--- src/rtl/pacman_move_ctrl.sv ---
// Pac-Man movement sequencer: turn probe, forward probe, one step per frame.
// Optional wall_ack timeout watchdog: define MOVE_WALL_TIMEOUT_EN.
module pacman_move_ctrl #(
  parameter int unsigned STEP    = 1,
  parameter int unsigned SIZE    = 4,
  parameter int unsigned X_MIN   = 26,
  parameter int unsigned X_MAX   = 598,
  parameter int unsigned Y_MIN   = 26,
  parameter int unsigned Y_MAX   = 454,
  parameter int unsigned TIMEOUT = 15
) (
  input  logic       Clk,
  input  logic       Reset,
  input  logic       frame_tick,
  input  logic [7:0] keycode,
  input  logic [9:0] pos_x,
  input  logic [9:0] pos_y,
  output logic       wall_req,
  output logic [9:0] wall_x,
  output logic [9:0] wall_y,
  input  logic       wall_ack,
  input  logic       wall_hit,
  output logic       move_en,
  output logic [9:0] motion_x,
  output logic [9:0] motion_y,
  output logic [1:0] cur_dir,
  output logic       moving,
  output logic       busy,
  output logic       frame_miss,
  output logic       lookup_err
);

  localparam logic [10:0] OFF = 11'(SIZE + STEP);
  localparam logic [10:0] XLO = 11'(X_MIN);
  localparam logic [10:0] XHI = 11'(X_MAX);
  localparam logic [10:0] YLO = 11'(Y_MIN);
  localparam logic [10:0] YHI = 11'(Y_MAX);
  localparam logic [9:0]  STP = 10'(STEP);
  localparam logic [9:0]  STN = ~STP + 10'd1;

  typedef enum logic [1:0] {
    IDLE   = 2'd0,
    TURN   = 2'd1,
    FWD    = 2'd2,
    COMMIT = 2'd3
  } state_t;

  state_t      state, state_nx;
  logic        key_v, pend_v;
  logic [1:0]  key_dir, pend_dir;
  logic [1:0]  turn_dir, probe_dir;
  logic [10:0] px, py;
  logic        low_ok, in_b;
  logic        probing, ack, clear;
  logic        blocked, tmo;

  function automatic logic [19:0] step_of(
    input logic [1:0] d
  );
    logic [19:0] r;
    unique case (d)
      2'd0:    r = {STN, 10'd0};
      2'd1:    r = {STP, 10'd0};
      2'd2:    r = {10'd0, STP};
      default: r = {10'd0, STN};
    endcase
    return r;
  endfunction

  always_comb begin
    key_v   = 1'b1;
    key_dir = 2'd0;
    unique case (1'b1)
      (keycode == 8'h04): key_dir = 2'd0;
      (keycode == 8'h07): key_dir = 2'd1;
      (keycode == 8'h16): key_dir = 2'd2;
      (keycode == 8'h1A): key_dir = 2'd3;
      default:            key_v   = 1'b0;
    endcase
  end

  // Subtractions are guarded so an underflow reads as blocked.
  always_comb begin
    probe_dir = (state == TURN) ? turn_dir : cur_dir;
    px     = {1'b0, pos_x};
    py     = {1'b0, pos_y};
    low_ok = 1'b1;
    unique case (probe_dir)
      2'd0: begin
        low_ok = ({1'b0, pos_x} >= OFF);
        px     = {1'b0, pos_x} - OFF;
      end
      2'd1: px = {1'b0, pos_x} + OFF;
      2'd2: py = {1'b0, pos_y} + OFF;
      default: begin
        low_ok = ({1'b0, pos_y} >= OFF);
        py     = {1'b0, pos_y} - OFF;
      end
    endcase
    in_b = low_ok
        && px >= XLO && px <= XHI
        && py >= YLO && py <= YHI;
  end

  assign probing = (state == TURN)
                || (state == FWD);
  assign ack     = wall_req & wall_ack;
  assign clear   = ack & ~wall_hit;
  assign blocked = probing
                 & (~in_b | tmo | (ack & wall_hit));

`ifdef MOVE_WALL_TIMEOUT_EN
  logic [7:0] cnt;
  assign tmo = wall_req & ~wall_ack
             & (cnt == 8'(TIMEOUT - 1));
  always_ff @(posedge Clk or posedge Reset) begin
    if (Reset) begin
      cnt        <= '0;
      lookup_err <= 1'b0;
    end else begin
      if (!wall_req || wall_ack || tmo) cnt <= '0;
      else                              cnt <= cnt + 8'd1;
      if (tmo) lookup_err <= 1'b1;
    end
  end
`else
  assign tmo        = 1'b0;
  assign lookup_err = 1'b0;
`endif

  always_ff @(posedge Clk or posedge Reset) begin
    if (Reset) state <= IDLE;
    else       state <= state_nx;
  end

  always_comb begin
    state_nx = state;
    unique case (state)
      IDLE:
        if (frame_tick)
          state_nx = (pend_v || key_v) ? TURN : FWD;
      TURN:
        if (!in_b || tmo)   state_nx = FWD;
        else if (ack)       state_nx = wall_hit ? FWD : COMMIT;
      FWD:
        if (!in_b || tmo || ack) state_nx = COMMIT;
      default: state_nx = IDLE;
    endcase
  end

  always_comb begin
    busy     = (state != IDLE);
    move_en  = (state == COMMIT);
    wall_req = probing & in_b;
    wall_x   = wall_req ? px[9:0] : 10'd0;
    wall_y   = wall_req ? py[9:0] : 10'd0;
  end

  // A key arriving with the tick steers that same frame's turn probe.
  always_ff @(posedge Clk or posedge Reset) begin
    if (Reset) begin
      pend_v     <= 1'b0;
      pend_dir   <= 2'd0;
      turn_dir   <= 2'd0;
      cur_dir    <= 2'd0;
      motion_x   <= 10'd0;
      motion_y   <= 10'd0;
      moving     <= 1'b0;
      frame_miss <= 1'b0;
    end else begin
      if (key_v) begin
        pend_dir <= key_dir;
        pend_v   <= 1'b1;
      end else if (state == TURN && clear) begin
        pend_v   <= 1'b0;
      end
      if (state == IDLE && frame_tick)
        turn_dir <= key_v ? key_dir : pend_dir;
      if (frame_tick && state != IDLE)
        frame_miss <= 1'b1;
      if (clear) begin
        {motion_x, motion_y} <= step_of(probe_dir);
        moving <= 1'b1;
        if (state == TURN) cur_dir <= turn_dir;
      end else if (state == FWD && blocked) begin
        motion_x <= 10'd0;
        motion_y <= 10'd0;
        moving   <= 1'b0;
      end
    end
  end

endmodule
--- config.mk ---
export PLATFORM = sky130hd
export DESIGN_NAME = pacman_move_ctrl
export DESIGN_NICKNAME = d
export VERILOG_FILES = /design/src/rtl/pacman_move_ctrl.sv
export SDC_FILE = /design/constraint.sdc
export NUM_CORES = 1
export LEC_CHECK = 0
export CORE_MARGIN = 5
export CORE_UTILIZATION = 45
export CTS_CLUSTER_DIAMETER = 200
export CTS_CLUSTER_SIZE = 25
export DETAILED_ROUTE_END_ITERATION = 12
export GPL_TIMING_DRIVEN = 0
export PLACE_DENSITY = 0.89
export SETUP_SLACK_MARGIN = 0.02
export SLEW_MARGIN = 10
export SYNTH_ARGS = -nofsm -noshare
export SYNTH_HDL_FRONTEND = slang
export SYNTH_SLANG_ARGS = --single-unit
export TNS_END_PERCENT = 10
--- constraint.sdc ---
create_clock -name Clk -period 6.6 [get_ports Clk]
set_input_delay 1.32 -clock Clk [delete_from_list [all_inputs] [get_ports Clk]]
set_output_delay 1.32 -clock Clk [all_outputs]
set_load 0.02 [all_outputs]
Word level (Yosys, flattened, before mapping)
Index checks and enable logic that the tools add are counted.
Widths: inputs -> output; s select.
- flip-flop bits (word level): 31
- bits of input ports: 33
- output and inout bits: 48
- logic and storage cells: 84
- add/subtract/negate cells: 4
- order comparisons: 6
- equal/unequal tests: 12
- multiplexer cells: 24
- bitwise logic cells: 8
- reduce and logical (&&, ||, !) cells: 21
- operators by type and width (cell ; count):
    $pmux 20 s3 ; 1
    $mux 10 ; 5
    $pmux 11 s2 ; 2
    $add 10x3->11 const B ; 2
    $ge 11x5->1 const B ; 2
    $sub 10x3->11 const B ; 2
    $ge 10x3->1 const B ; 2
    $eq 8x3->1 const B ; 2
    $eq 8x5->1 const B ; 2
    $mux 2 ; 7
    $pmux 2 s3 ; 2
    $le 11x10->1 const B ; 1
    $le 11x9->1 const B ; 1
    $logic_and 1x1->1 ; 8
    $eq 2x2->1 const B ; 3
    $mux 1 ; 6
    $reduce_bool 2->1 ; 3
    $and 1x1->1 ; 5
    $eq 2x1->1 const B ; 2
    $logic_not 2->1 ; 2
    $reduce_or 2->1 ; 2
    $reduce_or 4->1 ; 1
    $logic_or 1x1->1 ; 3
    $ne 3x3->1 const B ; 1
    7 further kinds ; 8

Longest topological paths before layout
- depth after elaboration: 17
- mapped depth: 16
- gate-level depth less buffers: 13

Least setup slack after synthesis
Ideal clock, no wire load.
- path kind: flip-flop to output port
- start point: register state[1]
- end point: output port wall_x[0]
- arrival time: 4096 ps
- required time: 5280 ps
- slack: 1184 ps
- stages on the path, launching flop included: 16
- buffers on the path: 3
- cells stage by stage: dfrtp_1 -> inv_1 -> ha_1 -> mux2i_1 -> inv_1 -> clkbuf_1 -> ha_1 -> clkbuf_1 -> nand2b_1 -> or4b_2 -> a31oi_1 -> a311oi_1 -> nand2b_1 -> or4b_1 -> clkbuf_1 -> a21oi_1
- word-level cells in the longest chain between the ends: 11
- elaborated cells between the ends (all ways): 22
- classes of those cells: 4 x order compare; 4 x eq/ne; 5 x mux; 1 x bitwise; 8 x reduce/logical
- ends and longest elaborated chain (element ; RTL line ; source):
    start: declaration ; 48 ; state_t state, state_nx;
    start signal: assignment ; 133 ; else state <= state_nx;
    $eq 2x1->1 (*) ; 84 ; probe_dir = (state == TURN) ? turn_dir : cur_dir;
    $mux 2 (*) ; n/a ;
    named net probe_dir[1] ; 51 ; logic [1:0] turn_dir, probe_dir;
    $eq 2x1->1 (tied with other cells) ; 88 ; unique case (probe_dir)
    $pmux 11 s2 or $reduce_or 2->1 (tied branches) ; n/a ;
    $ge 11x5->1 or $pmux 1 s2 (tied branches) ; 101, 88 ;
    $logic_and 1x1->1 (2 in series) ; 101 ; && px >= XLO && px <= XHI
    $logic_and 1x1->1 (2 in series) ; 102 ; && py >= YLO && py <= YHI;
    $and 1x1->1 ; 154 ; wall_req = probing & in_b;
    $mux 10 (*) ; 155 ; wall_x = wall_req ? px[9:0] : 10'd0;
    end: declaration ; 19 ; output logic [9:0] wall_x,
The timed path passes the listed nets; every way through them passes the cells marked *.

Worst setup path in the final report
- start point: input port pos_x[7]
- end point: output port wall_req
- word-level cells in the longest chain between the ends: 8
- elaborated cells between the ends (all ways): 12
- classes of those cells: 2 x add/sub; 3 x order compare; 2 x mux; 1 x bitwise; 4 x reduce/logical
- ends and longest elaborated chain (element ; RTL line ; source):
    start: declaration ; 16 ; input logic [9:0] pos_x,
    $add 10x3->11 or $sub 10x3->11 (tied branches) ; 93, 91 ;
    $pmux 11 s2 ; 88 ;
    $ge 11x5->1 ; 101 ;
    $logic_and 1x1->1 ; 101 ;
    $logic_and 1x1->1 (*) ; 101 ;
    $logic_and 1x1->1 (*) (2 in series) ; 102 ;
    $and 1x1->1 (*) ; 154 ;
    end: declaration ; 18 ; output logic wall_req,
Every way passes the cells marked *; elsewhere a longest branch is shown, timed or not.

==> reports/qor.yml <==
run_status:
  status: "finished clean"
final_layout:
  regArea_um2: 375
  n_fill_cell: 478
  drive_gt1_share_pct: 11.6
  finish.utilization_pct: 64.6
  fin_nets: 481
  multi_input_area_um2: 1930
  n_antenna_cell: 0
  areaGrowthSynthToFinish_pct: 38.7
sta:
  setup_viol: 0
  slew_viol_final: 0
  worstMarginPinSlew_ps: 718
  min_period_ps: 6450
  fin_skew_ps: 0.699
  grt_setup_unrepaired: "no"
  slew_headroom_pct: 51.4
  hold_viol: 0
  layout_worst_path_cycle_share_pct: 97.8
  fin_setup_tns_ps: 0
  fmaxAchievable_ghz: 0.155
  layout_setup_ws_ps: 148
  hold_ws_ps: 458
setup_path:
  max_stage_delay_ps: 620
  r2r_start: "state[1]$_DFFE_PP0P_"
  cp-end-kind: "output pin"
  critPathTopFamily: "simple AND/OR/NAND/NOR gates"
  path_cells: "clkdlybuf4s50_1, or4_1, or3_1, or3_1, o211a_1, o2111ai_1, a2bb2oi_1, or4b_1, clkbuf_2, inv_1, clkdlybuf4s50_1"
  critical-path-slowest-cell: "clkdlybuf4s50_1"
  r2r-end: "state[1]$_DFFE_PP0P_"
  rr_worst_depth: 15
  cp.arrival_ps: 5130
  startpoint_type: "input port"
  critical_path_required_ps: 5280
  critPathKind: "input port to output pin"
  ff2ff_setup_slack_ps: 2010
  worst-path-max-fanout: 10
  crit_buf_inv: 4
yosys:
  synthTopCellsByCount: "26 x nor2_1, 24 x inv_1, 23 x o21ai_0"
  yosys.area.top_type: "dfrtp_1"
  synth_area_um2: 2560
  synth_edf_count: 0
  ys_seq_area_share_pct: 14.6
  ys_async_sr_fraction_pct: 100
  synth.most_common_cell: "nor2_1"
  synthDominantCellAreaShare_pct: 14.6
  ys_ff_latch: 15
  synth.yosys.warnings: 0
  synth.avg_cell_area_um2: 7.30
  synth-main-ff-cell: "dfrtp_1"
  synthTopCellsByArea: "dfrtp_1 15%, ha_1 7.3%, buf_4 5.3%, o21ai_0 4.5%, nor2_1 3.8%"
  netlist_instances: 351
  synthDistinctLibCells: 62
worst_hold_path:
  hp-class: "flop to flop"
  hp-start: "frame_miss$_DFFE_PP0P_"
  whs_path_depth: 1
  hold_end: "frame_miss$_DFFE_PP0P_"
cts:
  cts.path.max_buffers: 2
  htree_levels: 1
  ctsHoldBuffers: 0
  clkLatencyLatePin_ps: 250
  cts_tree: "done"
  cts.sinks: 15
  numCtsBuffers: 3
  cts-root-buf: "clkbuf_8"
  clk_pin_slew_ps: 60
power_and_ir_drop:
  leakage_uw: 0.00170
  vdd_drop_max_uv: 258
  power_density_nw_per_um2: 460
placed_design:
  io_buffer_count: 75
  place_congestion: 1.01
  place_ws_ps: -93.2
  post-dp-hpwl_um: 6130
die:
  core_area_um2: 5510
  die_x_um: 85.5
  start_util_pct: 46.6
  die_y_um: 85.5
  die-area_um2: 7310
  io_pins: 81
  row_count: 27
global_route:
  antenna_found_initial: 0
  grt_pass1_wl_um: 12600
  grt-ovfl-total: 0
  grt_pass1_vias: 2743
  gr-usage-all-layers_pct: 20.3
  grt_max_degree: 16
route:
  drt_wl_total_um: 7970
  viasPerCell: 6.02
  via_count: 3035
  dr.pass1.iters: 5
  wl_per_cell_um: 15.8
  ant_nets: 0
  first_iter_violations: 283
  drc_errors: 0
run:
  maxCapViolCount: 0
==> power by group <==
part           internal [µW]  switching, µW
sequential               130           36.5
clock                   42.7           30.4
combinational            620            777
==> final cells by class <==
type	instances	share of cell area [%]
Buffer	37	6.09
Clock buffer	4	1.27
Timing Repair Buffer	77	22.9
Multi-Input combinational cell	275	54.2
Tap cell	72	2.53
Inverter	24	2.53
Sequential cell	15	10.6
==> flip-flops by register name, indices dropped and copies added (netlist names) <==
register / count
cur_dir: 2
motion_x: 2
motion_y: 2
pend_dir: 2
state: 2
turn_dir: 2
frame_miss: 1
moving: 1
pend_v: 1
==> cell families after synthesis <==
family          Yosys count  synth area share, %
fa+ha+maj                15                 7.32
compound gates          119                 33.4
simple gates            125                 27.2
xor+xnor                  4                 1.37
other cells               1                0.146
flops                    15                 14.6
buf+inv                  62                 11.8
mux                      10                 4.15
==> metal layers <==
metal	part of all wire, %	up-vias	GRT usage (%)	wire length [µm]
li1	-	1461	-	-
met1	41	1384	26.0	3300
met2	47	169	34.5	3740
met3	9.5	21	3.79	759
met4	2.0	0	6.04	158
met5	0	-	0	0
==> cells in the final DEF (no fill, tap or decap), types with 4 or more instances in the layout <==
cell / Yosys / final
a21oi_1: 17 / 17
nand2_1: 22 / 22
o22ai_1: 4 / 4
ha_1: 15 / 14
o21ai_0: 23 / 23
mux2_2: 5 / 5
a21o_1: 4 / 4
inv_1: 24 / 24
or4_1: 6 / 6
dlymetal6s2s_1: 0 / 19
mux2i_1: 5 / 4
clkbuf_2: 0 / 5
clkbuf_1: 18 / 12
clkdlybuf4s50_1: 0 / 56
dfrtp_1: 15 / 15
a2bb2oi_1: 4 / 4
nor2b_1: 12 / 11
a211o_1: 4 / 4
nand3_1: 8 / 8
a211oi_1: 6 / 6
a22oi_1: 5 / 5
nand2b_1: 12 / 12
o21a_1: 6 / 6
o41ai_1: 4 / 4
o211ai_1: 9 / 9
nor3_1: 8 / 8
or3_1: 9 / 9
nand4_1: 7 / 7
buf_4: 18 / 20
nor2_1: 26 / 26
==> per-stage QoR <==
step | instance area [µm²] | power, µW | cells
after global placement | 3410 | 1490 | 499
after global routing | 3560 | 1760 | 504
after floorplan | 2570 | 1060 | 352
after CTS | 3470 | 1610 | 502
final | 3560 | 1640 | 504
after detailed placement | 3410 | 1520 | 499
==> worst max-delay path by stage <==
stage	cells past startpoint	slack [ps]	to	start
global placement	16	-70	wall_x[0]	state[1]$_DFFE_PP0P_
global route	11	10	wall_req	pos_x[7]
CTS	15	20	wall_x[0]	state[1]$_DFFE_PP0P_
detailed placement	16	-90	wall_x[0]	state[1]$_DFFE_PP0P_
floorplan	15	1180	wall_x[0]	state[1]$_DFFE_PP0P_
finish	11	150	wall_req	pos_x[7]
==> timing repair <==
action,CTS,global route
buffers inserted,0,2
pin swaps,0,0
setup endpoints to repair,20,20
gates resized for setup,7,28
Note: power is estimated with default switching activity, not from simulation.
